<file path="config.mk">
export PLATFORM = sky130hd
export DESIGN_NAME = instr_fetch
export DESIGN_NICKNAME = d
export VERILOG_FILES = /design/src/rtl/instr_fetch.sv
export SDC_FILE = /design/constraint.sdc
export NUM_CORES = 1
export LEC_CHECK = 0
export ABC_CLOCK_PERIOD_IN_PS = 2500
export CAP_MARGIN = 20
export CORE_ASPECT_RATIO = 1.4
export CORE_MARGIN = 10
export CORE_UTILIZATION = 47
export CTS_BUF_LIST = sky130_fd_sc_hd__clkbuf_16
export CTS_CLUSTER_SIZE = 10
export DETAILED_ROUTE_END_ITERATION = 7
export HOLD_SLACK_MARGIN = 0.1
export PLACE_DENSITY_LB_ADDON = 0.3
export REMOVE_ABC_BUFFERS = 1
export SYNTH_ARGS = -nofsm -noshare
export SYNTH_HDL_FRONTEND = slang
export SYNTH_SLANG_ARGS = --single-unit
</file>
<file path="constraint.sdc">
create_clock -name clk -period 2.5 [get_ports clk]
set_input_delay 0.625 -clock clk [delete_from_list [all_inputs] [get_ports clk]]
set_output_delay 0.625 -clock clk [all_outputs]
set_load 0.01 [all_outputs]
</file>
<file path="src/rtl/instr_fetch.sv">
// Fetch stage: one outstanding imem read, DEPTH-entry queue, gnt->instr_valid 2 cycles, requests gated on queue space.
// Redirects flush queue and in-flight reads; FETCH_MISALIGN_CHECK_EN parks on misaligned redirect targets.
module instr_fetch #(
  parameter int              XLEN     = 32,
  parameter int              DEPTH    = 2,
  parameter logic [XLEN-1:0] RESET_PC = '0
) (
  input  logic            clk,
  input  logic            rst,
  input  logic            redirect,
  input  logic [XLEN-1:0] redirect_pc,
  output logic            imem_req,
  output logic [XLEN-1:0] imem_addr,
  input  logic            imem_gnt,
  input  logic            imem_rvalid,
  input  logic [XLEN-1:0] imem_rdata,
  output logic            instr_valid,
  output logic [XLEN-1:0] instr,
  output logic [XLEN-1:0] instr_pc,
  input  logic            instr_ready,
  output logic            fetch_misalign
);

  localparam int PW = (DEPTH > 1) ? $clog2(DEPTH) : 1;
  localparam int CW = PW + 1;

  typedef enum logic [1:0] {IDLE, REQ, WAIT, DROP} state_t;

  state_t          state, state_nxt;
  logic [XLEN-1:0] fetch_pc;
  logic [XLEN-1:0] q_instr [DEPTH];
  logic [XLEN-1:0] q_pc    [DEPTH];
  logic [PW-1:0]   rd_ptr, wr_ptr;
  logic [CW-1:0]   count;
  logic [CW:0]     occupancy;
  logic            outstanding, space, granted, push, pop;
  logic [XLEN-1:0] target_pc;
  logic            bad_target, park, park_nxt;
  state_t          resume;

`ifdef FETCH_MISALIGN_CHECK_EN
  logic misalign_q;

  assign target_pc  = redirect_pc;
  assign bad_target = |redirect_pc[1:0];
  assign park       = misalign_q;

  always_ff @(posedge clk or negedge rst) begin
    if (!rst)          misalign_q <= 1'b0;
    else if (redirect) misalign_q <= bad_target;
  end

  assign fetch_misalign = misalign_q;
`else
  assign target_pc      = redirect_pc & ~{{(XLEN-2){1'b0}}, 2'b11};
  assign bad_target     = 1'b0;
  assign park           = 1'b0;
  assign fetch_misalign = 1'b0;
`endif

  assign outstanding = (state == WAIT) || (state == DROP);
  assign occupancy   = {1'b0, count} + {{CW{1'b0}}, outstanding};
  assign space       = occupancy < (CW+1)'(DEPTH);

  // Where the FSM goes once nothing is in flight: parked while the target is misaligned.
  assign park_nxt = redirect ? bad_target : park;
  assign resume   = park_nxt ? IDLE : REQ;

  always_ff @(posedge clk or negedge rst) begin
    if (!rst) state <= IDLE;
    else      state <= state_nxt;
  end

  always_comb begin
    state_nxt = state;
    unique case (state)
      IDLE: state_nxt = resume;
      REQ: begin
        if (granted)       state_nxt = redirect ? DROP : WAIT;
        else if (redirect) state_nxt = resume;
      end
      WAIT: begin
        if (imem_rvalid)   state_nxt = resume;
        else if (redirect) state_nxt = DROP;
      end
      // A stale response landing together with a redirect still retires the read.
      DROP: if (imem_rvalid) state_nxt = resume;
      default: state_nxt = IDLE;
    endcase
  end

  always_comb begin
    imem_req  = (state == REQ) && space;
    imem_addr = fetch_pc;
    granted   = imem_req && imem_gnt;
    push      = (state == WAIT) && imem_rvalid && !redirect;
    pop       = instr_valid && instr_ready && !redirect;
  end

  always_ff @(posedge clk or negedge rst) begin
    if (!rst)          fetch_pc <= RESET_PC;
    else if (redirect) fetch_pc <= target_pc;
    else if (granted)  fetch_pc <= fetch_pc + XLEN'(4);
  end

  always_ff @(posedge clk or negedge rst) begin
    if (!rst) begin
      rd_ptr <= '0;
      wr_ptr <= '0;
      count  <= '0;
      for (int i = 0; i < DEPTH; i++) begin
        q_instr[i] <= '0;
        q_pc[i]    <= '0;
      end
    end else if (redirect) begin
      rd_ptr <= '0;
      wr_ptr <= '0;
      count  <= '0;
    end else begin
      if (push) begin
        q_instr[wr_ptr] <= imem_rdata;
        q_pc[wr_ptr]    <= fetch_pc - XLEN'(4);
        wr_ptr          <= wr_ptr + 1'b1;
      end
      if (pop) rd_ptr <= rd_ptr + 1'b1;
      if (push && !pop)      count <= count + 1'b1;
      else if (!push && pop) count <= count - 1'b1;
    end
  end

  assign instr_valid = (count != '0);
  assign instr       = q_instr[rd_ptr];
  assign instr_pc    = q_pc[rd_ptr];

endmodule
</file>
After elaboration in Yosys (flattened, before gate mapping). Cells that the tools add are included.

Register bits after elaboration: 166. Input port bits: 70. Output and inout bits: 99. Logic and storage cells: 76.

Add/subtract/negate cells: 7. Order comparisons: 4. Equal/unequal tests: 6. Muxes and demuxes: 26. Bitwise gates (word level): 3. Reduce and logical (&&, ||, !) cells: 21.

Operators with widths (number): 32-bit 2-to-1 mux (9); 64-bit bitwise mux (2); 32-bit by 3-bit adder with 32-bit output (second input constant) (1); 32-bit demux with 1-bit select (1); 32-bit by 3-bit subtractor with 32-bit output (second input constant) (1); 2-bit 2-to-1 mux (8); 1-bit logical AND (9); 2-bit case mux with 4 select lines (1); 2-bit nonzero test (4); 3-bit != test (second input constant) (2); 1-bit 2-to-1 mux (5); 2-bit equality test (second input constant) (2); 2-bit greater-or-equal comparator (second input constant) (2); 1-bit NOT with 2-bit output (2); 2-bit by 1-bit adder with 3-bit output (1); 1-bit logical NOT (3); 3-bit by 2-bit less-than comparator with 1-bit output (second input constant) (1); 3-bit AND reduction (1); 3-bit nonzero test (1); 1-bit adder (second input constant) (2); 2-bit by 1-bit adder with 2-bit output (second input constant) (1); 2-bit by 1-bit equality test with 1-bit output (second input constant) (1); 2-bit logical NOT (1); 2-bit by 1-bit less-than comparator with 1-bit output (second input constant) (1); 5 further kinds (5).

Logic depth before layout (Yosys ltp).
Word-level depth: 8. Depth in mapped cells: 9. Mapped depth without buffers: 6.

Worst setup path after synthesis. No wires, ideal clock.

Path type: flip-flop to flip-flop. Start: register fetch_pc[2] (netlist: imem_addr[2]). End: register q_pc[62] in the netlist's numbering. Setup time: 0.124 ns. Arrival time: 2.408 ns. Required time: 2.376 ns. Slack: -0.032 ns. Stages on the path, launching flop included: 8. Path buffers: 1. Period minus slack after synthesis: 2.532 ns. Path through: dfrtp_1 -> inv_1 -> ha_1 -> or4b_1 -> or4_4 -> buf_6 -> o311a_1 -> a211o_1.

Cells in the longest elaborated chain, start to end: 2.

Ends and longest elaborated chain: start, declared (RTL line 30) `logic [XLEN-1:0] fetch_pc;`; start signal, assigned (RTL line 102) `else if (redirect) fetch_pc <= target_pc;`; start signal, assigned (RTL line 103) `else if (granted) fetch_pc <= fetch_pc + XLEN'(4);`; 32-bit by 3-bit subtractor with 32-bit output (RTL line 122) `q_pc[wr_ptr] <= fetch_pc - XLEN'(4);`; 64-bit bitwise mux (RTL line 122); end signal, assigned by index (RTL line 122); end, declared (RTL line 32) `logic [XLEN-1:0] q_pc [DEPTH];`.

Every way passes these cells. A chain may end at the register's enable or synchronous reset.

Final worst setup path. Ends and elaborated chain as after synthesis.

==> out/qor.yml <==
rows: 57
hold-worst-slack_ns: 0.112
fmax_mhz: 410
drc: 0
finalClockSkew_ns: 0.0103
finalCritPeriodShare: 0.976
final_nets: 1183
fp.dieH_um: 178
relSlewSlack: 0.654
synth_area_mm2: 0.00835
p_total_mw: 9.13
cp-start-kind: "flip-flop"
use_met2: 0.365
clock-sinks: 160
postCtsHoldBufs: 0
ys_seq_elements: 160
fp.dieW_um: 133
post-route-min-period_ns: 2.44
irDropWorstVdd_uv: 498
grt_usage: 0.208
grt_pass1_vias: 7600
area_growth_pct: 34.1
routabilityCongestion: 0.830
worst_slew_pin_slew_ns: 0.519
finalHoldViolCount: 0
drive_gt1_frac: 0.186
yosys.area_share.simple: 0.258
synth_top_family_by_area: "simple AND/OR/NAND/NOR gates"
dp_hpwl_um: 17400
use_met1: 0.243
coreArea_mm2: 0.0174
yosys.area.top_type: "dfrtp_1"
crit_end: "q_pc[62]"
firstDrtPassIters: 5
synthMuxAreaShare: 0.0862
reg2reg_depth: 6
run_status: "finished, final reports clean"
synth-edff-count: 0
worstReg2RegStart: "imem_addr[2]"
grt_max_degree: 55
crit_fanout: 6
synth_area_per_cell_um2: 9.05
ant_nets: 0
cts_made_buffers: 17
cts_tree: "done"
diodes: 0
grt_use_met3: 0.0509
synth_fa_ha_area_frac: 0.00749
ys.warnings.count: 0
initial_core_util: 0.480
p_per_area_mw_per_mm2: 816
slew_violations: 0
fin_cells: 1357
ys_seq_area_frac: 0.480
clk_pin_slew_ns: 0.07
worstSetupStartpoint: "imem_addr[2]"
critical_path_required_ns: 2.81
synth_xor_area_frac: 0.0220
reg2reg_to: "q_pc[62]"
regToRegSetupSlack_ns: 0.06
busiest_layer: "met2"
grt_overflow: 0
clk_latency_ns: 0.43
vias_per_cell: 5.53
end_kind: "flip-flop"
wl_per_cell_um: 18.1
cellLeakagePower_nw: 5.17
max-cap-violations: 0
io_pins: 169
vias: 7510
die_area_mm2: 0.0236
hold_class: "input port to async pin"
cts_root_buf: "clkbuf_16"
dp.cells: 1318
crit_type: "flip-flop to flip-flop"
syn_inst: 923
grt_pass1_wl_um: 39900
worst_ep_arrival_time_ns: 2.75
drt_first_iter_violations: 439
yosysTopAreaCellShare: 0.480
wirelength_um: 24600
yosys-top-cells-area: "dfrtp_1, nand2_1, mux2_2, or4_1, clkbuf_1"
synth-compound-area-share: 0.101
port_buffers: 161
clockBufferDepth: 2
setup_viol: 0
grt_antenna_before_repair: 0
yosys_most_used_dff: "dfrtp_1"
h-tree-depth: 4
synthArstFlopShare: 1.00
synth_cell_types: 56
## sequential cells by signal, indices dropped and copies added (netlist names)
name       flops
q_instr       64
q_pc          60
imem_addr     30
wr_ptr         1
state          2
count          2
rd_ptr         1
## what timing repair did
item | CTS | global route
pin swaps | 0 | 1
setup buffers | 4 | 0
cloned | 2 | 2
resized for setup | 65 | 26
setup endpoints to repair | 63 | 22
## cells in the final DEF (no fill, tap or decap), drive strengths merged, types with 3 or more instances in the layout
master and instances:
xnor2 12, inv 17, and4 7, nor4b 3, o41ai 4, nor3 3, nor4 8, o21ai 46
dfrtp 160, xor2 9, nand3 34, and3 3, mux2 63, dlygate4sd2 53, ha 5, or4b 4
conb 5, and2 4, or2 4, nand4 14, nand2 257, or3 12, clkbuf 27, o211ai 16
or4 45, a31oi 32, clkinv 4, nor2b 6, buf 80, o31ai 13, clkdlybuf4s50 97, nor2 45
## how the worst min path moves through the flow
stage	from	end	slack, ns	depth (start not counted)
2_1_floorplan	rst	count[0]	0.33	0
3_3_place_gp	q_instr[29]	q_instr[29]	0.45	2
3_5_place_dp	q_instr[1]	q_instr[1]	0.46	2
4_1_cts	rst	q_instr[24]	0.13	1
5_1_grt	rst	q_instr[24]	0.14	1
6_report	rst	q_instr[24]	0.11	1
## layout make-up
| type | instances | area [um2] |
|---|---|---|
| clock buffer | 17 | 425 |
| clock inverter | 15 | 173 |
| fill | 1544 | 6200 |
| inverter | 9 | 33.8 |
| multi-input combinational | 680 | 4040 |
| sequential | 160 | 4010 |
| tap | 236 | 295 |
| timing repair buffer | 240 | 2220 |
## worst max-delay path, cell delays in order (launching register included)
cell and delay, ns:
dfrtp_1 0.40, inv_2 0.07, ha_2 0.18, or4b_4 0.52, or4_4 0.58, o311a_1 0.31
a211o_1 0.26
## logic make-up after synthesis
family	after synthesis
xor+xnor	21
compound gates	130
fa+ha+maj	5
mux	64
flops	160
other cells	1
simple gates	453
buf+inv	89
## Yosys cell counts, drive strengths merged, types with 2 or more instances
library cell	instances
o31a	2
ha	5
or3	12
and4	7
nand2	257
and3	3
nor2b	6
o31ai	13
nor3	3
o311a	2
buf	17
inv	8
nor4b	3
a221oi	2
o21ai	46
nand4	14
nand4b	2
or2	4
and2	4
xnor2	12
or4	43
a211o	2
o41ai	4
dfrtp	160
a21oi	2
nor2	45
nor4	8
o211ai	16
a31oi	32
xor2	9
nand3	34
mux2	63
or4b	4
clkbuf	63
## power by group
| group | total (mW) | switching [mW] | internal (mW) | leakage [nW] |
|---|---|---|---|---|
| clock network | 2.67 | 1.17 | 1.51 | 0.295 |
| logic | 2.95 | 1.45 | 1.50 | 2.79 |
| registers | 3.51 | 0.322 | 3.19 | 2.08 |
## layer usage
layer | share of wire | vias up | routed length [um]
met3 | 0.055 | 38 | 1360
met2 | 0.52 | 219 | 12700
met5 | 0 | - | 0
li1 | - | 3620 | -
met4 | 0.020 | 0 | 485
met1 | 0.41 | 3633 | 10000
## stage by stage
stage | cell area (um2) | worst slack, ns | util | TNS, ns
2_1_floorplan | 8020 | -2.15 | - | -180.05
3_3_place_gp | 10600 | 0.0285 | 0.610 | 0
3_5_place_dp | 10600 | 0.00396 | 0.610 | 0
4_1_cts | 11200 | 0.00979 | 0.646 | 0
5_1_grt | 11200 | -0.00262 | 0.643 | -0.00262
6_report | 11200 | 0.0599 | 0.643 | 0
(Power assumes the default switching activity.)
